<file path="src/rtl/usb_tx_sched_if.sv">
// Bundle between the two requesters, the scheduler and the USB transmit pipeline.
// Handshake: req_valid[i] is a level held until the one-cycle req_ack[i] pulse; req_done[i]/req_err close it.
interface usb_tx_sched_if;
  logic [1:0]  req_valid;
  logic [3:0]  req0_pid;
  logic [3:0]  req1_pid;
  logic [3:0]  req0_endp;
  logic [3:0]  req1_endp;
  logic [6:0]  req0_addr;
  logic [6:0]  req1_addr;
  logic [63:0] req0_data;
  logic [63:0] req1_data;
  logic [1:0]  req_ack;
  logic [1:0]  req_done;
  logic        req_err;
  logic [3:0]  pid;
  logic [3:0]  endp;
  logic [6:0]  addr;
  logic [63:0] data;
  logic        pktready_bs;
  logic        gotpkt_bs;
  logic        tx_busy;
  logic        sched_idle;
  logic [1:0]  dbg_state;

  modport slave (
    input  req_valid, req0_pid, req1_pid, req0_endp, req1_endp,
           req0_addr, req1_addr, req0_data, req1_data, gotpkt_bs, tx_busy,
    output req_ack, req_done, req_err, pid, endp, addr, data,
           pktready_bs, sched_idle, dbg_state
  );

  modport master (
    output req_valid, req0_pid, req1_pid, req0_endp, req1_endp,
           req0_addr, req1_addr, req0_data, req1_data, gotpkt_bs, tx_busy,
    input  req_ack, req_done, req_err, pid, endp, addr, data,
           pktready_bs, sched_idle, dbg_state
  );
endinterface

</file>
<file path="src/rtl/usb_tx_sched.sv">
// Round-robin transmit scheduler: grants one of two requesters, runs the pktready/gotpkt
// handshake, waits for the wire to drain, enforces an inter-packet gap and reports status.
module usb_tx_sched #(
  parameter int IPG         = 4,
  parameter int ACK_TIMEOUT = 16,
  parameter int PKT_TIMEOUT = 1024
) (
  input  logic           clk,
  input  logic           rst,
  usb_tx_sched_if.slave  bus
);

  typedef enum logic [1:0] {S_IDLE, S_SEND, S_DRAIN, S_GAP} state_t;

  localparam int AW = $clog2(ACK_TIMEOUT + 2);
  localparam int PW = $clog2(PKT_TIMEOUT + 2);
  localparam int GW = $clog2(IPG + 2);
  localparam logic [AW-1:0] ACK_LIM = AW'(ACK_TIMEOUT);
  localparam logic [PW-1:0] PKT_LIM = PW'(PKT_TIMEOUT);
  localparam logic [GW-1:0] GAP_LIM = GW'(IPG);

  state_t        state_q, state_d;
  logic          last_grant_q, last_grant_d;
  logic [AW-1:0] ack_cnt_q, ack_cnt_d, ack_inc;
  logic [PW-1:0] pkt_cnt_q, pkt_cnt_d, pkt_inc;
  logic [GW-1:0] gap_cnt_q, gap_cnt_d, gap_inc;
  logic          seen_busy_q, seen_busy_d;
  logic [1:0]    req_ack_q, req_ack_d;
  logic [1:0]    req_done_q, req_done_d;
  logic          req_err_q, req_err_d;
  logic          pktready_q, pktready_d;
  logic [3:0]    pid_q, pid_d;
  logic [3:0]    endp_q, endp_d;
  logic [6:0]    addr_q, addr_d;
  logic [63:0]   data_q, data_d;
  logic          sched_idle_q, sched_idle_d;
  logic          win;
  logic [1:0]    done_vec;

  always_comb begin
    state_d      = state_q;
    last_grant_d = last_grant_q;
    ack_cnt_d    = ack_cnt_q;
    pkt_cnt_d    = pkt_cnt_q;
    gap_cnt_d    = gap_cnt_q;
    seen_busy_d  = seen_busy_q;
    req_ack_d    = 2'b00;
    req_done_d   = 2'b00;
    req_err_d    = 1'b0;
    pktready_d   = pktready_q;
    pid_d        = pid_q;
    endp_d       = endp_q;
    addr_d       = addr_q;
    data_d       = data_q;

    // Tie goes to the requester not served last; a lone requester always wins.
    win      = (bus.req_valid == 2'b11) ? ~last_grant_q : bus.req_valid[1];
    done_vec = last_grant_q ? 2'b10 : 2'b01;
    ack_inc  = (&ack_cnt_q) ? ack_cnt_q : ack_cnt_q + 1'b1;
    pkt_inc  = (&pkt_cnt_q) ? pkt_cnt_q : pkt_cnt_q + 1'b1;
    gap_inc  = (&gap_cnt_q) ? gap_cnt_q : gap_cnt_q + 1'b1;

    case (state_q)
      S_IDLE: begin
        if (bus.req_valid != 2'b00 && !bus.tx_busy) begin
          state_d      = S_SEND;
          last_grant_d = win;
          req_ack_d    = win ? 2'b10 : 2'b01;
          pktready_d   = 1'b1;
          ack_cnt_d    = '0;
          pid_d        = win ? bus.req1_pid  : bus.req0_pid;
          endp_d       = win ? bus.req1_endp : bus.req0_endp;
          addr_d       = win ? bus.req1_addr : bus.req0_addr;
          data_d       = win ? bus.req1_data : bus.req0_data;
        end
      end
      S_SEND: begin
        // An accept in the same cycle as the timeout still counts as success.
        if (bus.gotpkt_bs) begin
          pktready_d = 1'b0;
          state_d    = S_DRAIN;
        end else if (ack_inc >= ACK_LIM) begin
          pktready_d = 1'b0;
          req_done_d = done_vec;
          req_err_d  = 1'b1;
          state_d    = S_GAP;
          ack_cnt_d  = '0;
          pkt_cnt_d  = '0;
          gap_cnt_d  = '0;
          seen_busy_d = 1'b0;
        end else begin
          ack_cnt_d = ack_inc;
        end
      end
      S_DRAIN: begin
        seen_busy_d = seen_busy_q | bus.tx_busy;
        if (seen_busy_q && !bus.tx_busy) begin
          req_done_d  = done_vec;
          state_d     = S_GAP;
          ack_cnt_d   = '0;
          pkt_cnt_d   = '0;
          gap_cnt_d   = '0;
          seen_busy_d = 1'b0;
        end else if (pkt_inc >= PKT_LIM) begin
          req_done_d  = done_vec;
          req_err_d   = 1'b1;
          state_d     = S_GAP;
          ack_cnt_d   = '0;
          pkt_cnt_d   = '0;
          gap_cnt_d   = '0;
          seen_busy_d = 1'b0;
        end else begin
          pkt_cnt_d = pkt_inc;
        end
      end
      S_GAP: begin
        if (gap_inc >= GAP_LIM) begin
          state_d   = S_IDLE;
          gap_cnt_d = '0;
        end else begin
          gap_cnt_d = gap_inc;
        end
      end
      default: state_d = S_IDLE;
    endcase

    sched_idle_d = (state_d == S_IDLE);
  end

  always_ff @(posedge clk) begin
    if (rst) begin
      state_q      <= S_IDLE;
      last_grant_q <= 1'b1;
      ack_cnt_q    <= '0;
      pkt_cnt_q    <= '0;
      gap_cnt_q    <= '0;
      seen_busy_q  <= 1'b0;
      req_ack_q    <= 2'b00;
      req_done_q   <= 2'b00;
      req_err_q    <= 1'b0;
      pktready_q   <= 1'b0;
      pid_q        <= '0;
      endp_q       <= '0;
      addr_q       <= '0;
      data_q       <= '0;
      sched_idle_q <= 1'b1;
    end else begin
      state_q      <= state_d;
      last_grant_q <= last_grant_d;
      ack_cnt_q    <= ack_cnt_d;
      pkt_cnt_q    <= pkt_cnt_d;
      gap_cnt_q    <= gap_cnt_d;
      seen_busy_q  <= seen_busy_d;
      req_ack_q    <= req_ack_d;
      req_done_q   <= req_done_d;
      req_err_q    <= req_err_d;
      pktready_q   <= pktready_d;
      pid_q        <= pid_d;
      endp_q       <= endp_d;
      addr_q       <= addr_d;
      data_q       <= data_d;
      sched_idle_q <= sched_idle_d;
    end
  end

  assign bus.req_ack     = req_ack_q;
  assign bus.req_done    = req_done_q;
  assign bus.req_err     = req_err_q;
  assign bus.pid         = pid_q;
  assign bus.endp        = endp_q;
  assign bus.addr        = addr_q;
  assign bus.data        = data_q;
  assign bus.pktready_bs = pktready_q;
  assign bus.sched_idle  = sched_idle_q;
  assign bus.dbg_state   = state_q;

endmodule

</file>
<file path="src/flat_wrapper.sv">
// flat-port wrapper written by rule: the top's interface ports become plain ports
module usb_tx_sched_flat 
#(
  parameter int IPG         = 4,
  parameter int ACK_TIMEOUT = 16,
  parameter int PKT_TIMEOUT = 1024
)
  (clk, rst, bus_req_valid, bus_req0_pid, bus_req1_pid, bus_req0_endp, bus_req1_endp, bus_req0_addr, bus_req1_addr, bus_req0_data, bus_req1_data, bus_gotpkt_bs, bus_tx_busy, bus_req_ack, bus_req_done, bus_req_err, bus_pid, bus_endp, bus_addr, bus_data, bus_pktready_bs, bus_sched_idle, bus_dbg_state);
  usb_tx_sched_if bus_i ();
  input  logic clk;
  input  logic rst;
  input wire logic [$bits(bus_i.req_valid)-1:0] bus_req_valid;
  input wire logic [$bits(bus_i.req0_pid)-1:0] bus_req0_pid;
  input wire logic [$bits(bus_i.req1_pid)-1:0] bus_req1_pid;
  input wire logic [$bits(bus_i.req0_endp)-1:0] bus_req0_endp;
  input wire logic [$bits(bus_i.req1_endp)-1:0] bus_req1_endp;
  input wire logic [$bits(bus_i.req0_addr)-1:0] bus_req0_addr;
  input wire logic [$bits(bus_i.req1_addr)-1:0] bus_req1_addr;
  input wire logic [$bits(bus_i.req0_data)-1:0] bus_req0_data;
  input wire logic [$bits(bus_i.req1_data)-1:0] bus_req1_data;
  input wire logic [$bits(bus_i.gotpkt_bs)-1:0] bus_gotpkt_bs;
  input wire logic [$bits(bus_i.tx_busy)-1:0] bus_tx_busy;
  output wire logic [$bits(bus_i.req_ack)-1:0] bus_req_ack;
  output wire logic [$bits(bus_i.req_done)-1:0] bus_req_done;
  output wire logic [$bits(bus_i.req_err)-1:0] bus_req_err;
  output wire logic [$bits(bus_i.pid)-1:0] bus_pid;
  output wire logic [$bits(bus_i.endp)-1:0] bus_endp;
  output wire logic [$bits(bus_i.addr)-1:0] bus_addr;
  output wire logic [$bits(bus_i.data)-1:0] bus_data;
  output wire logic [$bits(bus_i.pktready_bs)-1:0] bus_pktready_bs;
  output wire logic [$bits(bus_i.sched_idle)-1:0] bus_sched_idle;
  output wire logic [$bits(bus_i.dbg_state)-1:0] bus_dbg_state;
  assign bus_i.req_valid = bus_req_valid;
  assign bus_i.req0_pid = bus_req0_pid;
  assign bus_i.req1_pid = bus_req1_pid;
  assign bus_i.req0_endp = bus_req0_endp;
  assign bus_i.req1_endp = bus_req1_endp;
  assign bus_i.req0_addr = bus_req0_addr;
  assign bus_i.req1_addr = bus_req1_addr;
  assign bus_i.req0_data = bus_req0_data;
  assign bus_i.req1_data = bus_req1_data;
  assign bus_i.gotpkt_bs = bus_gotpkt_bs;
  assign bus_i.tx_busy = bus_tx_busy;
  assign bus_req_ack = bus_i.req_ack;
  assign bus_req_done = bus_i.req_done;
  assign bus_req_err = bus_i.req_err;
  assign bus_pid = bus_i.pid;
  assign bus_endp = bus_i.endp;
  assign bus_addr = bus_i.addr;
  assign bus_data = bus_i.data;
  assign bus_pktready_bs = bus_i.pktready_bs;
  assign bus_sched_idle = bus_i.sched_idle;
  assign bus_dbg_state = bus_i.dbg_state;
  usb_tx_sched #(.IPG(IPG), .ACK_TIMEOUT(ACK_TIMEOUT), .PKT_TIMEOUT(PKT_TIMEOUT)) u_core (.clk(clk), .rst(rst), .bus(bus_i));
endmodule
</file>
<file path="config.mk">
export PLATFORM = sky130hd
export DESIGN_NAME = usb_tx_sched_flat
export DESIGN_NICKNAME = d
export VERILOG_FILES = /design/src/rtl/usb_tx_sched_if.sv /design/src/rtl/usb_tx_sched.sv /design/src/flat_wrapper.sv
export SDC_FILE = /design/constraint.sdc
export NUM_CORES = 1
export LEC_CHECK = 0
export ABC_AREA = 1
export CAP_MARGIN = 20
export CORE_MARGIN = 2
export CORE_UTILIZATION = 43
export CTS_CLUSTER_SIZE = 16
export DETAILED_ROUTE_END_ITERATION = 16
export PLACE_DENSITY = 0.86
export SLEW_MARGIN = 20
export SYNTH_ARGS = -nofsm -noshare
export SYNTH_HDL_FRONTEND = slang
export SYNTH_SLANG_ARGS = --single-unit
</file>
<file path="constraint.sdc">
create_clock -name clk -period 2.6 [get_ports clk]
set_clock_uncertainty 0.15 [all_clocks]
set_input_delay 0.52 -clock clk [delete_from_list [all_inputs] [get_ports clk]]
set_output_delay 0.52 -clock clk [all_outputs]
set_load 0.05 [all_outputs]
</file>
==> results of run 1 <==
-- cells by family after synthesis --
| group | count (synthesis) |
|---|---|
| XOR/XNOR | 3 |
| flip-flops | 109 |
| buffers and inverters | 62 |
| adder cells (fa/ha/maj) | 8 |
| AO/OA/AOI/OAI | 23 |
| AND/OR/NAND/NOR | 459 |
-- cell type report --
cell class | instances | area [sq um]
clock buffer | 13 | 260
clock inverter | 3 | 67.6
fill | 850 | 3160
inverter | 35 | 131
multi-input combinational | 493 | 2320
sequential | 109 | 2180
tap | 140 | 175
timing repair buffer | 259 | 2640
-- Yosys cell counts, types with 2 or more instances --
master	count
sky130_fd_sc_hd__nand2_1	300
sky130_fd_sc_hd__dfxtp_1	109
sky130_fd_sc_hd__nand3_1	74
sky130_fd_sc_hd__nor2_1	37
sky130_fd_sc_hd__inv_1	30
sky130_fd_sc_hd__nand3_2	26
sky130_fd_sc_hd__a21oi_1	13
sky130_fd_sc_hd__buf_2	10
sky130_fd_sc_hd__buf_6	9
sky130_fd_sc_hd__buf_4	8
sky130_fd_sc_hd__ha_1	8
sky130_fd_sc_hd__nand4_1	7
sky130_fd_sc_hd__o21ai_0	7
sky130_fd_sc_hd__inv_2	4
sky130_fd_sc_hd__nand2_2	3
sky130_fd_sc_hd__nand3b_1	3
sky130_fd_sc_hd__xnor2_1	3
sky130_fd_sc_hd__nand2_4	2
sky130_fd_sc_hd__nor2_4	2
sky130_fd_sc_hd__o21ai_2	2
-- worst max-delay path by stage --
stage / start / to / slack, ps / cells after the start
floorplan: u_core.bus.dbg_state[1] / u_core.ack_cnt_q[0] / 400 / 8
global placement: bus_req_valid[1] / u_core.bus.data[28] / 350 / 8
detailed placement: bus_req_valid[1] / u_core.bus.data[48] / 270 / 8
CTS: u_core.bus.dbg_state[0] / bus_dbg_state[0] / 300 / 1
global route: u_core.bus.dbg_state[1] / u_core.pkt_cnt_q[2] / 220 / 10
finish: u_core.bus.dbg_state[1] / bus_dbg_state[1] / 310 / 1
-- state kept, by name, indices dropped and copies added, names as in the netlist --
signal and cells:
u_core.bus.addr 7, u_core.ack_cnt_q 5, u_core.bus.pid 4, u_core.bus.data 64
u_core.bus.req_ack 2, u_core.pkt_cnt_q 11, u_core.last_grant_q 1, u_core.bus.sched_idle 1
u_core.bus.endp 4, u_core.seen_busy_q 1, u_core.bus.dbg_state 2, u_core.bus.req_done 2
u_core.gap_cnt_q 3, u_core.bus.req_err 1, u_core.bus.pktready_bs 1
-- per-stage QoR --
stage | hold slack (ps) | std cells | worst slack [ps] | power, uW | area (sq um)
after floorplan | 262 | 664 | 398 | 4040 | 4840
after global placement | 279 | 1036 | 349 | 5000 | 7450
after detailed placement | 281 | 1036 | 272 | 5040 | 7450
after CTS | 296 | 1052 | 297 | 6540 | 7780
after global routing | 319 | 1052 | 224 | 6850 | 7780
final | 294 | 1052 | 309 | 6500 | 7780
-- per-layer routing --
| layer | share of wire | vias up | track usage |
|---|---|---|---|
| met2 | 0.50 | 196 | 0.402 |
| met1 | 0.38 | 2278 | 0.248 |
| met3 | 0.096 | 25 | 0.0911 |
| met4 | 0.026 | 0 | 0.0875 |
| li1 | - | 2574 | - |
| met5 | 0 | - | 0 |
-- report_power, final --
group          switching, uW  internal [uW]
Combinational           1830           1040
Clock                    598            899
Sequential               169           1960
Total                   2600           3900
==> flow_summary_export.csv, run 1 <==
group,metric,value,unit
setup_path,worst_path_dominant_cell_family,"buffers and inverters",
clock_network,cts_post_setup_buffers_inserted,0,
floorplan,overall_die_height,110,um
timing,final_hold_viol_count,0,
global_routing,grt_start_max_net_pins,82,
timing,max-slew-margin-rel,0.616,
logic_synthesis,syn-mean-instance-area,7.30,sq um
min_path,worst_hold_launch,"u_core.last_grant_q",
clock_network,clk-insertion-delay-late,340,ps
floorplan,floorplan.io_pins,252,
logic_synthesis,synth_top_family_by_area,"simple AND/OR/NAND/NOR gates",
logic_synthesis,synth-seq-area-share,0.450,
detailed_routing,drt_iter0_drc,239,
setup_path,critPathMaxStageDelay,840,ps
layout,layout_common_cells,"sky130_fd_sc_hd__nand2_1 (300), sky130_fd_sc_hd__clkdlybuf4s50_1 (251), sky130_fd_sc_hd__dfxtp_1 (109)",
clock_network,clock_slew_at_the_register_clock_pins_of_the_worst_setup_and_hold_paths,70,ps
timing,timing.final.setup_violations,0,
logic_synthesis,yosysWarningCount,0,
logic_synthesis,yosys.area.top_type_share,0.450,
floorplan,initial_utilization,0.443,
clock_network,cts_hold_buffers,0,
logic_synthesis,synth_area,4840,sq um
logic_synthesis,synth.largest_area_cell,"sky130_fd_sc_hd__dfxtp_1",
layout,area.growth.synth_to_final,60.5,%
timing,maxClockFrequency,0.436,GHz
floorplan,placeableCoreArea,10900,sq um
min_path,min_delay_worst_endpoint,"u_core.bus.req_done[0]",
layout,fin_util,0.711,
run,max-cap-violations,0,
setup_path,r2r_start,"u_core.bus.dbg_state[1]",
power_and_ir_drop,irDropWorstVdd,0.000527,V
min_path,worstHoldPathType,"reg2reg",
detailed_routing,postRouteAntennaNets,0,
status,outcome,"finished, final reports clean",
logic_synthesis,ys_ff_latch,109,
logic_synthesis,synth-xor-area-share,0.00542,
setup_path,endpoint_kind,"output pin",
floorplan,die_x,110,um
clock_network,numCtsBuffers,9,
place,dp.final_hpwl,11100,um
setup_path,cpMaxStageDelayCell,"sky130_fd_sc_hd__clkdlybuf4s50_1",
logic_synthesis,synth_enable_flop_cells,0,
power_and_ir_drop,power_density,836,nW/um^2
place,gp_congestion,0.882,
global_routing,grt_pass1_wl,21600,um
setup_path,timing.reg2reg.worst_path_depth,10,
detailed_routing,totalWireLength,14500,um
layout,design.final.nets,1079,
global_routing,globalRouteTotalUtil,0.229,
logic_synthesis,synthArstFlopShare,0,
detailed_routing,wire_per_inst,13.8,um
setup_path,timing.critical_path.from_type,"flop",
layout,layout-drive-gt1-share,0.0713,
logic_synthesis,synth_adder_area_share,0.0207,
detailed_routing,first_pass_iters,4,
clock_network,cts_sinks,109,
clock_network,cts_tree,"done",
global_routing,vias_in_the_first_global_route,4624,
setup_path,critPathArrivalTime,1620,ps
layout,final_common_cell,"sky130_fd_sc_hd__nand2_1",
place,place.port_buffers,251,
timing,min_period,2290,ps
setup_path,worstPathMaxFanout,5,
global_routing,antenna_found_initial,0,
clock_network,cts_max_level,3,
clock_network,post_cts_resized,0,
logic_synthesis,yosys-mux-area-fraction,0,
setup_path,critical_path_type,"reg2out",
layout,antenna-diode-count,0,
logic_synthesis,post_synth_inst_count,664,
logic_synthesis,synthesized_area_fraction_occupied_by_ao_oa_aoi_and_oai_cells,0.0253,
clock_network,clock-root-buffer,"sky130_fd_sc_hd__clkbuf_16",
logic_synthesis,syn_nets,836,
detailed_routing,drt_drc_violations_left,0,
floorplan,fp.dieArea,12100,sq um
detailed_routing,detailroute.via_count,5073,
setup_path,critical_path_required,1930,ps
logic_synthesis,synth.distinct_cells,27,
setup_path,path_cells,"clkdlybuf4s50_1",
logic_synthesis,synth-simple-area-share,0.427,
clock_network,cts_buffer_depth,2,
global_routing,grt-ovfl-total,0,
timing,timing.final.crit_share,0.881,
timing,drv_slew,0,
timing,unrepaired_setup_endpoints_after_global_routing,"no",
floorplan,rows,38,
setup_path,regToRegEndpoint,"u_core.pkt_cnt_q[2]",
timing,worst_slew_pin_slew,574,ps
min_path,number_of_cells_on_the_worst_hold_path,1,
setup_path,ff2ff_setup_slack,400,ps
power_and_ir_drop,leakage,0.00335,uW
detailed_routing,vias_per_cell,4.82,
logic_synthesis,synth_top_cells_by_area,"sky130_fd_sc_hd__dfxtp_1 (45%), sky130_fd_sc_hd__nand2_1 (23%), sky130_fd_sc_hd__nand3_1 (7.6%)",
setup_path,critical_path.n_buffers_inverters,1,
logic_synthesis,synth-main-ff-cell,"sky130_fd_sc_hd__dfxtp_1",
timing,setup_tns,0,ps
No activity file was read; power rests on OpenSTA's default activity.
==> run 2: changes to the inputs <==
- CORE_UTILIZATION: 43 -> 36
- PLACE_DENSITY: 0.86 -> 0.77
- REMOVE_ABC_BUFFERS: not set -> 1
- clock period: 2.6 -> 1.9 ns (I/O delays scaled with it)
==> flow_summary_export.csv, run 2 (synthesized netlist as in run 1, its figures left out) <==
group,metric,value,unit
timing,min_period,1810,ps
global_routing,grt_start_max_net_pins,36,
layout,multi_input_area,2350,sq um
power_and_ir_drop,cell_internal_pwr,5120,uW
floorplan,overall_die_height,120,um
power_and_ir_drop,comb_power_share,0.467,
floorplan,floorplan.io_pins,252,
layout,layout-drive-gt1-share,0.200,
clock_network,clk-insertion-delay-late,350,ps
floorplan,initial_utilization,0.367,
detailed_routing,totalWireLength,15300,um
setup_path,worstPathMaxFanout,19,
global_routing,antenna_found_initial,0,
power_and_ir_drop,clk_pwr_share,0.203,
layout,design.final.nets,1108,
layout,largest_register_ffs,64,
detailed_routing,drt_iter0_drc,260,
timing,timing.final.setup_violations,0,
layout,antenna-diode-count,0,
setup_path,ff2ff_setup_slack,90,ps
min_path,worstHoldPathType,"reg2reg",
place,dp.final_hpwl,11900,um
setup_path,critPathArrivalTime,1960,ps
global_routing,grt-ovfl-total,0,
timing,drv_slew,0,
clock_network,cts_buffer_depth,2,
place,placement_cell_area,7520,sq um
timing,timing.final.crit_share,0.952,
place,gp_congestion,0.859,
layout,fin_util,0.593,
clock_network,clock_slew_at_the_register_clock_pins_of_the_worst_setup_and_hold_paths,70,ps
floorplan,placeableCoreArea,13200,sq um
timing,postLayoutSetupSlackWorst,91.3,ps
layout,final_common_cell,"sky130_fd_sc_hd__nand2_1",
layout,area.sequential,2180,sq um
global_routing,grt_pass1_wl,24500,um
timing,unrepaired_setup_endpoints_after_global_routing,"yes",
floorplan,fp.dieArea,14400,sq um
timing,max-slew-margin-rel,0.787,
place,detailedPlace.worstSlack,-199,ps
setup_path,timing.critical_path.from_type,"flop",
place,place.port_buffers,251,
detailed_routing,postRouteAntennaNets,0,
timing,final_hold_viol_count,0,
floorplan,die_x,120,um
setup_path,critical_path_required,2050,ps
place,dp.cells,1101,
detailed_routing,wire_per_inst,13.7,um
setup_path,timing.reg2reg.worst_path_depth,9,
setup_path,regToRegEndpoint,"u_core.bus.data[49]",
status,outcome,"finished, final reports clean",
global_routing,globalRouteTotalUtil,0.214,
power_and_ir_drop,seq_power_share,0.330,
floorplan,rows,42,
layout,non_filler_instance_count_after_layout,1117,
global_routing,vias_in_the_first_global_route,5071,
layout,layout_common_cells,"sky130_fd_sc_hd__nand2_1 (299), sky130_fd_sc_hd__clkdlybuf4s50_1 (163), sky130_fd_sc_hd__buf_4 (117)",
setup_path,worstSetupStartpoint,"u_core.bus.dbg_state[1]",
clock_network,clock-root-buffer,"sky130_fd_sc_hd__clkbuf_16",
power_and_ir_drop,switching_share,0.421,
layout,num-fill-cells,1230,
setup_path,endpoint_kind,"flop",
setup_path,r2r_start,"u_core.bus.dbg_state[1]",
clock_network,cts_tree,"done",
power_and_ir_drop,switchingPower,3720,uW
detailed_routing,first_pass_iters,5,
clock_network,cts_max_level,3,
clock_network,numCtsBuffers,9,
setup_path,critical_path_type,"reg2reg",
detailed_routing,vias_per_cell,4.64,
clock_network,cts_sinks,109,
detailed_routing,detailroute.via_count,5185,
layout,design_area,7830,sq um
detailed_routing,drt_drc_violations_left,0,
timing,worst_slew_pin_slew,318,ps
timing,setup_tns,0,ps
setup_path,timing.critical_path.to,"u_core.bus.data[49]",
run,max-cap-violations,0,
power_and_ir_drop,power_density,1130,nW/um^2
power_and_ir_drop,irDropWorstVdd,0.000559,V
power_and_ir_drop,leakage,0.00364,uW
timing,maxClockFrequency,0.553,GHz
layout,area.growth.synth_to_final,61.5,%
==> run 2: cell types whose count changed in the layout (fill, tap and decap cells not counted), moves of 2 or more <==
cell                              before  now
sky130_fd_sc_hd__buf_12                5    7
sky130_fd_sc_hd__bufinv_16             2    0
sky130_fd_sc_hd__buf_4                 3  117
sky130_fd_sc_hd__clkdlybuf4s50_1     251  163
sky130_fd_sc_hd__clkinvlp_4            1    3
sky130_fd_sc_hd__nor2_1               37   35
==> run 2: cell type report <==
class / instances / area share
Timing Repair Buffer: 288 / 0.340
Multi-Input combinational cell: 493 / 0.300
Sequential cell: 109 / 0.279
Clock buffer: 11 / 0.0310
Tap cell: 176 / 0.0281
Inverter: 35 / 0.0168
Clock inverter: 5 / 0.00464
==> run 2: worst max-delay path, cell delays in order, from the launching register on <==
cell	delay, ps
sky130_fd_sc_hd__dfxtp_2	330
sky130_fd_sc_hd__inv_1	70
sky130_fd_sc_hd__buf_4	130
sky130_fd_sc_hd__ha_1	210
sky130_fd_sc_hd__nand2_2	130
sky130_fd_sc_hd__nor3_4	180
sky130_fd_sc_hd__buf_12	180
sky130_fd_sc_hd__buf_12	160
sky130_fd_sc_hd__nand2_1	110
sky130_fd_sc_hd__nand3_2	80
==> run 2: worst min path at each step <==
stage	startpoint	end	slack, ps	depth (start not counted)
after floorplan	u_core.last_grant_q	u_core.bus.req_done[0]	260	1
after global placement	u_core.gap_cnt_q[2]	u_core.gap_cnt_q[2]	280	2
after detailed placement	u_core.gap_cnt_q[2]	u_core.gap_cnt_q[2]	280	2
after CTS	u_core.gap_cnt_q[2]	u_core.gap_cnt_q[2]	290	2
after global routing	u_core.gap_cnt_q[2]	u_core.gap_cnt_q[2]	300	2
final	u_core.last_grant_q	u_core.bus.req_done[0]	300	1
==> run 2: power by group through the flow <==
stage               logic, uW  clock network [uW]  registers (uW)
finish                   4130                1800            2920
global route             4430                1920            2960
CTS                      4110                1850            2910
detailed placement       4090                   0            2950
global placement         4050                   0            2950
floorplan                1290                   0            4150
==> run 2: per-stage QoR <==
| stage | hold slack [ps] | power, uW |
|---|---|---|
| floorplan | 262 | 5440 |
| global placement | 277 | 7010 |
| detailed placement | 281 | 7040 |
| CTS | 292 | 8870 |
| global route | 304 | 9310 |
| finish | 296 | 8840 |
==> run 2: layer usage <==
layer | share of wire | vias up | global-route usage
li1 | - | 2635 | -
met1 | 0.40 | 2355 | 0.244
met2 | 0.50 | 163 | 0.374
met3 | 0.068 | 32 | 0.0594
met4 | 0.030 | 0 | 0.0912
met5 | 0 | - | 0
==> run 2: timing repair <==
item,in CTS,in global routing
hold buffers,0,0
endpoints found under the hold margin,0,0
buffers inserted,0,0
endpoints found under the setup margin,0,25
gates resized for setup,0,9
